### src/rtl/puzzle_pkg.sv
// Shared constants and types for the puzzle RAM arbiter.
// The CPU FSM only needs to remember whether a read return is due this cycle.
package puzzle_pkg;

  localparam int PUZ_ADDR_W = 13;
  localparam int PUZ_DATA_W = 32;

  typedef enum logic {
    CPU_IDLE,
    CPU_RD_RET
  } cpu_state_t;

endpackage

### src/rtl/puzzle_starve_ctr.sv
// Saturating up-counter with synchronous clear.
// Counts consecutive arbitration cycles the CPU has lost.
module puzzle_starve_ctr #(
  parameter  int MAX_COUNT = 4,
  localparam int CNT_W     = $clog2(MAX_COUNT + 1)
) (
  input  logic             clk,
  input  logic             srst,
  input  logic             inc,
  input  logic             clr,
  output logic [CNT_W-1:0] count
);

  logic [CNT_W-1:0] count_reg;
  logic             at_max;

  assign at_max = (count_reg == CNT_W'(MAX_COUNT));
  assign count  = count_reg;

  // Clear takes precedence so a grant always restarts the wait window.
  always_ff @(posedge clk) begin
    if (srst) begin
      count_reg <= '0;
    end else if (clr) begin
      count_reg <= '0;
    end else if (inc && !at_max) begin
      count_reg <= count_reg + CNT_W'(1);
    end
  end

endmodule

### src/rtl/puzzle_arbiter.sv
// Shares the single-port puzzle RAM between the CPU Avalon slave and the
// display fetch engine: display first, CPU forced through after MAX_CPU_WAIT losses.
module puzzle_arbiter
  import puzzle_pkg::*;
#(
  parameter int ADDR_W       = PUZ_ADDR_W,
  parameter int DATA_W       = PUZ_DATA_W,
  parameter int MAX_CPU_WAIT = 4
) (
  input  logic                CLK,
  input  logic                RESET,
  input  logic [ADDR_W-1:0]   AVL_ADDR,
  input  logic [DATA_W/8-1:0] AVL_BYTE_EN,
  input  logic                AVL_CS,
  input  logic                AVL_READ,
  input  logic                AVL_WRITE,
  input  logic [DATA_W-1:0]   AVL_WRITEDATA,
  output logic [DATA_W-1:0]   AVL_READDATA,
  output logic                AVL_WAITREQUEST,
  input  logic                DISP_REQ,
  input  logic [ADDR_W-1:0]   DISP_ADDR,
  output logic                DISP_GNT,
  output logic                DISP_VALID,
  output logic [DATA_W-1:0]   DISP_DATA,
  output logic [ADDR_W-1:0]   RAM_ADDR,
  output logic [DATA_W/8-1:0] RAM_BYTE_EN,
  output logic [DATA_W-1:0]   RAM_DATA,
  output logic                RAM_RDEN,
  output logic                RAM_WREN,
  input  logic [DATA_W-1:0]   RAM_Q
);

  localparam int BE_W     = DATA_W / 8;
  localparam int STARVE_W = $clog2(MAX_CPU_WAIT + 1);

  cpu_state_t          state_reg;
  cpu_state_t          state_next;
  logic                disp_valid_reg;
  logic [STARVE_W-1:0] starve;

  logic cpu_active;
  logic cpu_req;
  logic cpu_gnt;
  logic cpu_wr_gnt;
  logic cpu_rd_gnt;
  logic disp_gnt;
  logic starve_full;
  logic in_rd_ret;

  assign in_rd_ret   = (state_reg == CPU_RD_RET);
  assign cpu_active  = AVL_CS & (AVL_READ | AVL_WRITE);
  // While the read data is returning the CPU still holds its request; mask it.
  assign cpu_req     = cpu_active & ~in_rd_ret;
  assign starve_full = (starve == STARVE_W'(MAX_CPU_WAIT));
  assign cpu_gnt     = cpu_req & (~DISP_REQ | starve_full);
  // A simultaneous read+write is served as a write.
  assign cpu_wr_gnt  = cpu_gnt & AVL_WRITE;
  assign cpu_rd_gnt  = cpu_gnt & ~AVL_WRITE;
  assign disp_gnt    = DISP_REQ & ~cpu_gnt;

  puzzle_starve_ctr #(
    .MAX_COUNT (MAX_CPU_WAIT)
  ) u_starve_ctr (
    .clk   (CLK),
    .srst  (RESET),
    .inc   (cpu_req & ~cpu_gnt),
    .clr   (cpu_gnt),
    .count (starve)
  );

  always_ff @(posedge CLK) begin
    if (RESET) begin
      state_reg      <= CPU_IDLE;
      disp_valid_reg <= 1'b0;
    end else begin
      state_reg      <= state_next;
      disp_valid_reg <= disp_gnt;
    end
  end

  always_comb begin
    state_next      = state_reg;
    AVL_WAITREQUEST = cpu_active;
    AVL_READDATA    = '0;
    case (state_reg)
      CPU_IDLE: begin
        if (cpu_rd_gnt) begin
          state_next = CPU_RD_RET;
        end
        if (cpu_wr_gnt) begin
          AVL_WAITREQUEST = 1'b0;
        end
      end
      CPU_RD_RET: begin
        state_next      = CPU_IDLE;
        AVL_WAITREQUEST = 1'b0;
        AVL_READDATA    = RAM_Q;
      end
      default: state_next = CPU_IDLE;
    endcase
  end

  assign DISP_GNT   = disp_gnt;
  assign DISP_VALID = disp_valid_reg;
  assign DISP_DATA  = disp_valid_reg ? RAM_Q : '0;

  assign RAM_ADDR = disp_gnt ? DISP_ADDR : AVL_ADDR;
  assign RAM_DATA = AVL_WRITEDATA;
  assign RAM_RDEN = cpu_rd_gnt | disp_gnt;
  assign RAM_WREN = cpu_wr_gnt;

  // Byte lanes are only narrowed for CPU writes; reads always fetch full words.
  for (genvar gi = 0; gi < BE_W; gi++) begin : g_be
    assign RAM_BYTE_EN[gi] = cpu_wr_gnt ? AVL_BYTE_EN[gi] : 1'b1;
  end

endmodule

### config.mk
export PLATFORM = sky130hd
export DESIGN_NAME = puzzle_arbiter
export DESIGN_NICKNAME = d
export VERILOG_FILES = /design/src/rtl/puzzle_pkg.sv /design/src/rtl/puzzle_starve_ctr.sv /design/src/rtl/puzzle_arbiter.sv
export SDC_FILE = /design/constraint.sdc
export NUM_CORES = 1
export LEC_CHECK = 0
export ABC_CLOCK_PERIOD_IN_PS = 1700
export CORE_AREA = 2 2 85 87
export DETAILED_ROUTE_END_ITERATION = 7
export DIE_AREA = 0 0 87 89
export PLACE_DENSITY = 0.74
export SYNTH_ARGS = -nofsm -noshare
export SYNTH_HDL_FRONTEND = slang
export SYNTH_SLANG_ARGS = --single-unit
### constraint.sdc
create_clock -name CLK -period 1.7 [get_ports CLK]
set_input_delay 0.34 -clock CLK [delete_from_list [all_inputs] [get_ports CLK]]
set_output_delay 0.34 -clock CLK [all_outputs]
set_load 0.05 [all_outputs]
### Word-level counts from Yosys, hierarchy flattened

Cells that the tools add are included.

| word-level totals | value |
|---|---|
| flip-flop bits (word level) | 5 |
| latch bits | 0 |
| memory bits (writable) | 0 |
| ROM bits | 0 |
| output and inout bits | 118 |
| logic and storage cells | 33 |
| memories | 0 |

| operators by class | value |
|---|---|
| add/subtract/negate cells | 1 |
| multipliers | 0 |
| divide/modulo/power cells | 0 |
| magnitude comparators | 0 |
| equality and inequality tests | 1 |
| shift operators | 0 |
| muxes and demuxes | 11 |
| bitwise logic cells | 14 |
| reduce and logical (&&, ||, !) cells | 3 |

Operators with widths:

| kind | count |
|---|---|
| $mux 32 | 2 |
| $mux 13 | 1 |
| $and 1x1->1 | 7 |
| $mux 1 | 6 |
| $not 1->1 | 4 |
| $pmux 1 s2 | 2 |
| $add 3x1->3 const B | 1 |
| $eq 3x3->1 const B | 1 |
| $or 1x1->1 | 3 |
| $reduce_or 2->1 | 1 |
| $logic_and 1x1->1 | 1 |
| $logic_not 1->1 | 1 |

### Depth between registers and ports, before layout

| depth | value |
|---|---|
| word-level depth | 7 |
| gate-level depth with buffers | 6 |
| depth with buffers taken out | 5 |

### Cells and area by module

From an unflattened synthesis, not the netlist that was laid out.

| unflattened totals | value |
|---|---|
| cells, all modules | 155 |
| area, all modules | 1217.4 um^2 |

Modules (own cells, without submodules):

| module | times used | cells each | area each (um^2) | seq. area each (um^2) |
|---|---|---|---|---|
| puzzle_arbiter | 1 | 138 | 1028.5 | 40.0 |
| puzzle_starve_ctr | 1 | 17 | 188.9 | 60.1 |

### Worst setup path before layout

No wires, ideal clock.

| timing | value |
|---|---|
| path type | reg-to-output |
| from | reg u_starve_ctr.count_reg[0], in the netlist u_starve_ctr.count[0] |
| to | out RAM_RDEN |
| arrival time | 1.766 ns |
| slack | -0.406 ns |
| cell stages (with the launch flop) | 7 |
| path through | dfxtp_1 > inv_1 > ha_1 > nand2_4 > o31ai_4 > buf_8 > o21ai_0 |

| between the ends | value |
|---|---|
| word-level cells in the longest chain between the ends | 6 |
| elaborated cells on any way between the ends | 7 |
| those cells by class | 1 x eq/ne; 6 x bitwise |

Ends and longest elaborated chain:

| element | RTL line | RTL |
|---|---|---|
| start, declared | puzzle_starve_ctr.sv:14 | `logic [CNT_W-1:0] count_reg;` |
| start signal, assigned | puzzle_starve_ctr.sv:27 | `count_reg <= count_reg + CNT_W'(1);` |
| $eq 3x3->1 * | puzzle_arbiter.sv:54 | `assign starve_full = (starve == STARVE_W'(MAX_CPU_WAIT));` |
| $or 1x1->1 * | puzzle_arbiter.sv:55 | `assign cpu_gnt = cpu_req & (~DISP_REQ \| starve_full);` |
| $and 1x1->1 * | puzzle_arbiter.sv:55 |  |
| $not 1->1 | puzzle_arbiter.sv:59 | `assign disp_gnt = DISP_REQ & ~cpu_gnt;` |
| $and 1x1->1 | puzzle_arbiter.sv:59 |  |
| $or 1x1->1 * | puzzle_arbiter.sv:109 | `assign RAM_RDEN = cpu_rd_gnt \| disp_gnt;` |
| end, declared | puzzle_arbiter.sv:28 | `output logic RAM_RDEN,` |

Mark *: on every way between the ends. The rest lies on a longest branch, timed or not.

### Worst setup path in the final report

| timing | value |
|---|---|
| from | reg u_starve_ctr.count_reg[0], in the netlist u_starve_ctr.count[0] |
| to | out RAM_ADDR[1] |

| between the ends | value |
|---|---|
| word-level cells in the longest chain between the ends | 6 |

Ends and longest elaborated chain:

| element | RTL line | RTL |
|---|---|---|
| $eq 3x3->1 | puzzle_arbiter.sv:54 |  |
| $or 1x1->1 | puzzle_arbiter.sv:55 |  |
| $and 1x1->1 | puzzle_arbiter.sv:55 |  |
| $not 1->1 | puzzle_arbiter.sv:59 |  |
| $and 1x1->1 | puzzle_arbiter.sv:59 |  |
| $mux 13 | puzzle_arbiter.sv:107 | `assign RAM_ADDR = disp_gnt ? DISP_ADDR : AVL_ADDR;` |
| end, declared | puzzle_arbiter.sv:25 | `output logic [ADDR_W-1:0] RAM_ADDR,` |

Every way passes these cells.

==> impl_metrics.yaml <==
floorplan:
  io_pins: 218
  dieArea_mm2: 0.00774
  die_h_um: 89
  core-area_mm2: 0.00672
  fp.dieW_um: 87
  num_rows: 30
  initial_utilization_pct: 17.9
worst_setup_path:
  cp-end-kind: "primary output"
  cp_max_fo: 7
  worst-r2r-setup-slack_ns: 0.07
  crit_start: "u_starve_ctr.count[0]"
  worstPathArrival_ns: 1.77
  worstReg2RegEnd: "u_starve_ctr.count[1]"
  setup.worst_path.end: "RAM_ADDR[1]"
  rr_worst_depth: 10
  worstSetupStartpointType: "flip-flop"
  r2r_start: "u_starve_ctr.count[0]"
  worst_ep_required_time_ns: 1.36
  crit_type: "reg2out"
placed_design:
  portBuffers: 153
  dpl.hpwl_mm: 4.94
  placed_area_mm2: 0.00346
  dp_cells: 368
  routabilityCongestion: 0.784
power_and_ir_drop:
  seqPwrFrac_pct: 9.5
  p_int_w: 0.000794
  pwr-share-clk_pct: 16.9
  switching_share_pct: 39.1
  leakage_nw: 1.59
  peakVddDrop_mv: 0.329
  switching_power_w: 0.000509
  power_density_mw_per_mm2: 349
  combPwrFrac_pct: 73.6
worst_hold_path:
  min_path_type: "reg2reg"
clocking:
  clkSinkCount: 5
  cts-buffers-inserted: 3
  cts-root-buf: "clkbuf_8"
  htreeDepth: 1
  clk_latency_ns: 0.22
  clk_pin_slew_ns: 0.04
  cts_buffer_depth: 2
  postCtsHoldBufs: 0
  cts_tree: "done"
layout:
  register_area_um2: 103
  layout.nets: 404
  num-fill-cells: 563
  antenna_cells: 0
  finalNonFillerCells: 381
  multi_input_area_um2: 897
  syn_to_final_growth_pct: 211
  largest_register_ffs: 3
  fin_area_mm2: 0.00373
  drive_above_1_share_pct: 51.2
timing:
  finClkSkew_ns: 0.00136
  fin_crit_sh_pct: 124
  fin_crit_ns: 2.11
  worst_slack_ns: -0.412
  finalSetupViolations: 21
  tightest_slew_ns: 0.281
  hold_violations: 0
  maxSlewViolCount: 0
  fmax_ghz: 0.473
  max-slew-margin-rel_pct: 81.3
  rsz0062_at_grt: "true"
synth:
  ys_async_sr_fraction_pct: 0
  netlist_top_cells_area: "and2_1 32%, buf_4 20%, mux2_4 8.8%, dfxtp_1 8.3%, mux2_2 5.6%"
  yosys-top-cells-count: "62 x and2_1, 32 x buf_4, 7 x mux2_4"
  ys_types: 28
  seq_area_frac_synth_pct: 8.34
  synth_edf_count: 0
  yosysTopAreaCellShare_pct: 32.3
  syn-num-nets: 259
  synthesis.area_per_instance_um2: 7.64
  synth_warnings: 0
  synth_top_area_cell: "and2_1"
  synth_most_common_cell: "and2_1"
  syn_area_mm2: 0.00120
  synth_flop_cell: "dfxtp_1"
  syn_inst: 157
  synth_seq_cells: 5
detailed_routing:
  antenna_left: 0
  vias: 1560
  viasPerCell: 4.09
  wl_per_cell_um: 14.8
  drtIter0Drc: 1
  finalWirelength_mm: 5.64
  drt_pass1_iterations: 2
  drc: 0
global_route:
  grt_max_degree: 34
  overflow: 0
  grt_pass1_wl_mm: 8.17
  grtUsageTotal_pct: 13.5
  grt_pass1_vias: 1632
  grt_antenna_before_repair: 0
run_status:
  status: "finished, violations left"
  violations: "negative setup slack"
flow_run:
  max_cap_viol_count: 0
[cell families after synthesis]
family	share of synthesized area [%]
buffers and inverters	24.4
AOI/OAI and AO/OA	6.78
and+or+nand+nor	44.0
muxes	14.4
adders and majority gates	2.09
DFF	8.34
[per-layer routing]
layer / share of wire [%] / GRT usage [%] / vias up / routed length [um]
met2: 59 / 29.1 / 84 / 3330
met1: 32 / 12.9 / 701 / 1800
li1: - / - / 759 / -
met3: 6.7 / 1.85 / 16 / 377
met4: 2.3 / 4.12 / 0 / 131
met5: 0 / 0 / - / 0
[repair_timing]
item | 4_1_cts | 5_1_grt
gates cloned | 1 | 0
pin swaps | 5 | 4
gates resized for setup | 43 | 7
setup buffers | 4 | 5
setup endpoints to repair | 21 | 51
[per-stage QoR]
stage | total power [W] | worst slack [ns] | hold slack, ns | utilization, % | setup TNS [ns]
global placement | 0.00101 | -0.545 | 0.521 | 51.5 | -9.81
CTS | 0.00130 | -0.440 | 0.611 | 54.7 | -7.22
floorplan | 0.000716 | -0.148 | 0.402 | - | -1.60
global route | 0.00136 | -0.478 | 0.632 | 55.5 | -8.84
finish | 0.00130 | -0.412 | 0.604 | 55.5 | -7.51
detailed placement | 0.00102 | -0.565 | 0.538 | 51.5 | -10.25
[worst min path at each step]
stage / start / end / slack [ns] / cells after the start
6_report: u_starve_ctr.count[1] / u_starve_ctr.count[1] / 0.60 / 3
5_1_grt: u_starve_ctr.count[1] / u_starve_ctr.count[1] / 0.63 / 3
4_1_cts: u_starve_ctr.count[1] / u_starve_ctr.count[1] / 0.61 / 3
3_5_place_dp: u_starve_ctr.count[0] / u_starve_ctr.count[0] / 0.54 / 3
3_3_place_gp: u_starve_ctr.count[0] / u_starve_ctr.count[0] / 0.52 / 3
2_1_floorplan: RESET / u_starve_ctr.count[0] / 0.40 / 1
[placed cells by master, fill, tap and decap left out, drive strengths merged, types with 2 or more instances in the layout]
master and count:
clkbuf 4, mux2 13, nand4 2, o31ai 2, dlygate4sd2 4, ha 2, inv 4, clkdlybuf4s50 63
nand2 3, or2 5, nor2 2, a21oi 4, and2 64, o21ai 3, buf 112, dfxtp 5
[area by class of cell]
cell class	count	share of cell area, %
tap	80	2.68
timing repair buffer	179	68.9
clock buffer	4	1.21
sequential	5	2.75
inverter	4	0.403
multi-input combinational	109	24.1
[worst max-delay path, stage by stage, from the launching register on]
cell     delay (ns)
dfxtp_2        0.32
inv_2          0.08
ha_4           0.14
nand2_4        0.05
o31ai_4        0.30
buf_6          0.19
mux2_4         0.32
buf_8          0.15
[power groups by stage]
stage | registers [W] | clock network (W) | logic (W)
6_report | 0.000124 | 0.000220 | 0.000958
4_1_cts | 0.000124 | 0.000226 | 0.000952
2_1_floorplan | 0.000131 | 0 | 0.000585
3_5_place_dp | 0.000126 | 0 | 0.000896
3_3_place_gp | 0.000125 | 0 | 0.000883
5_1_grt | 0.000124 | 0.000235 | 0.000996
(Power assumes the default switching activity.)
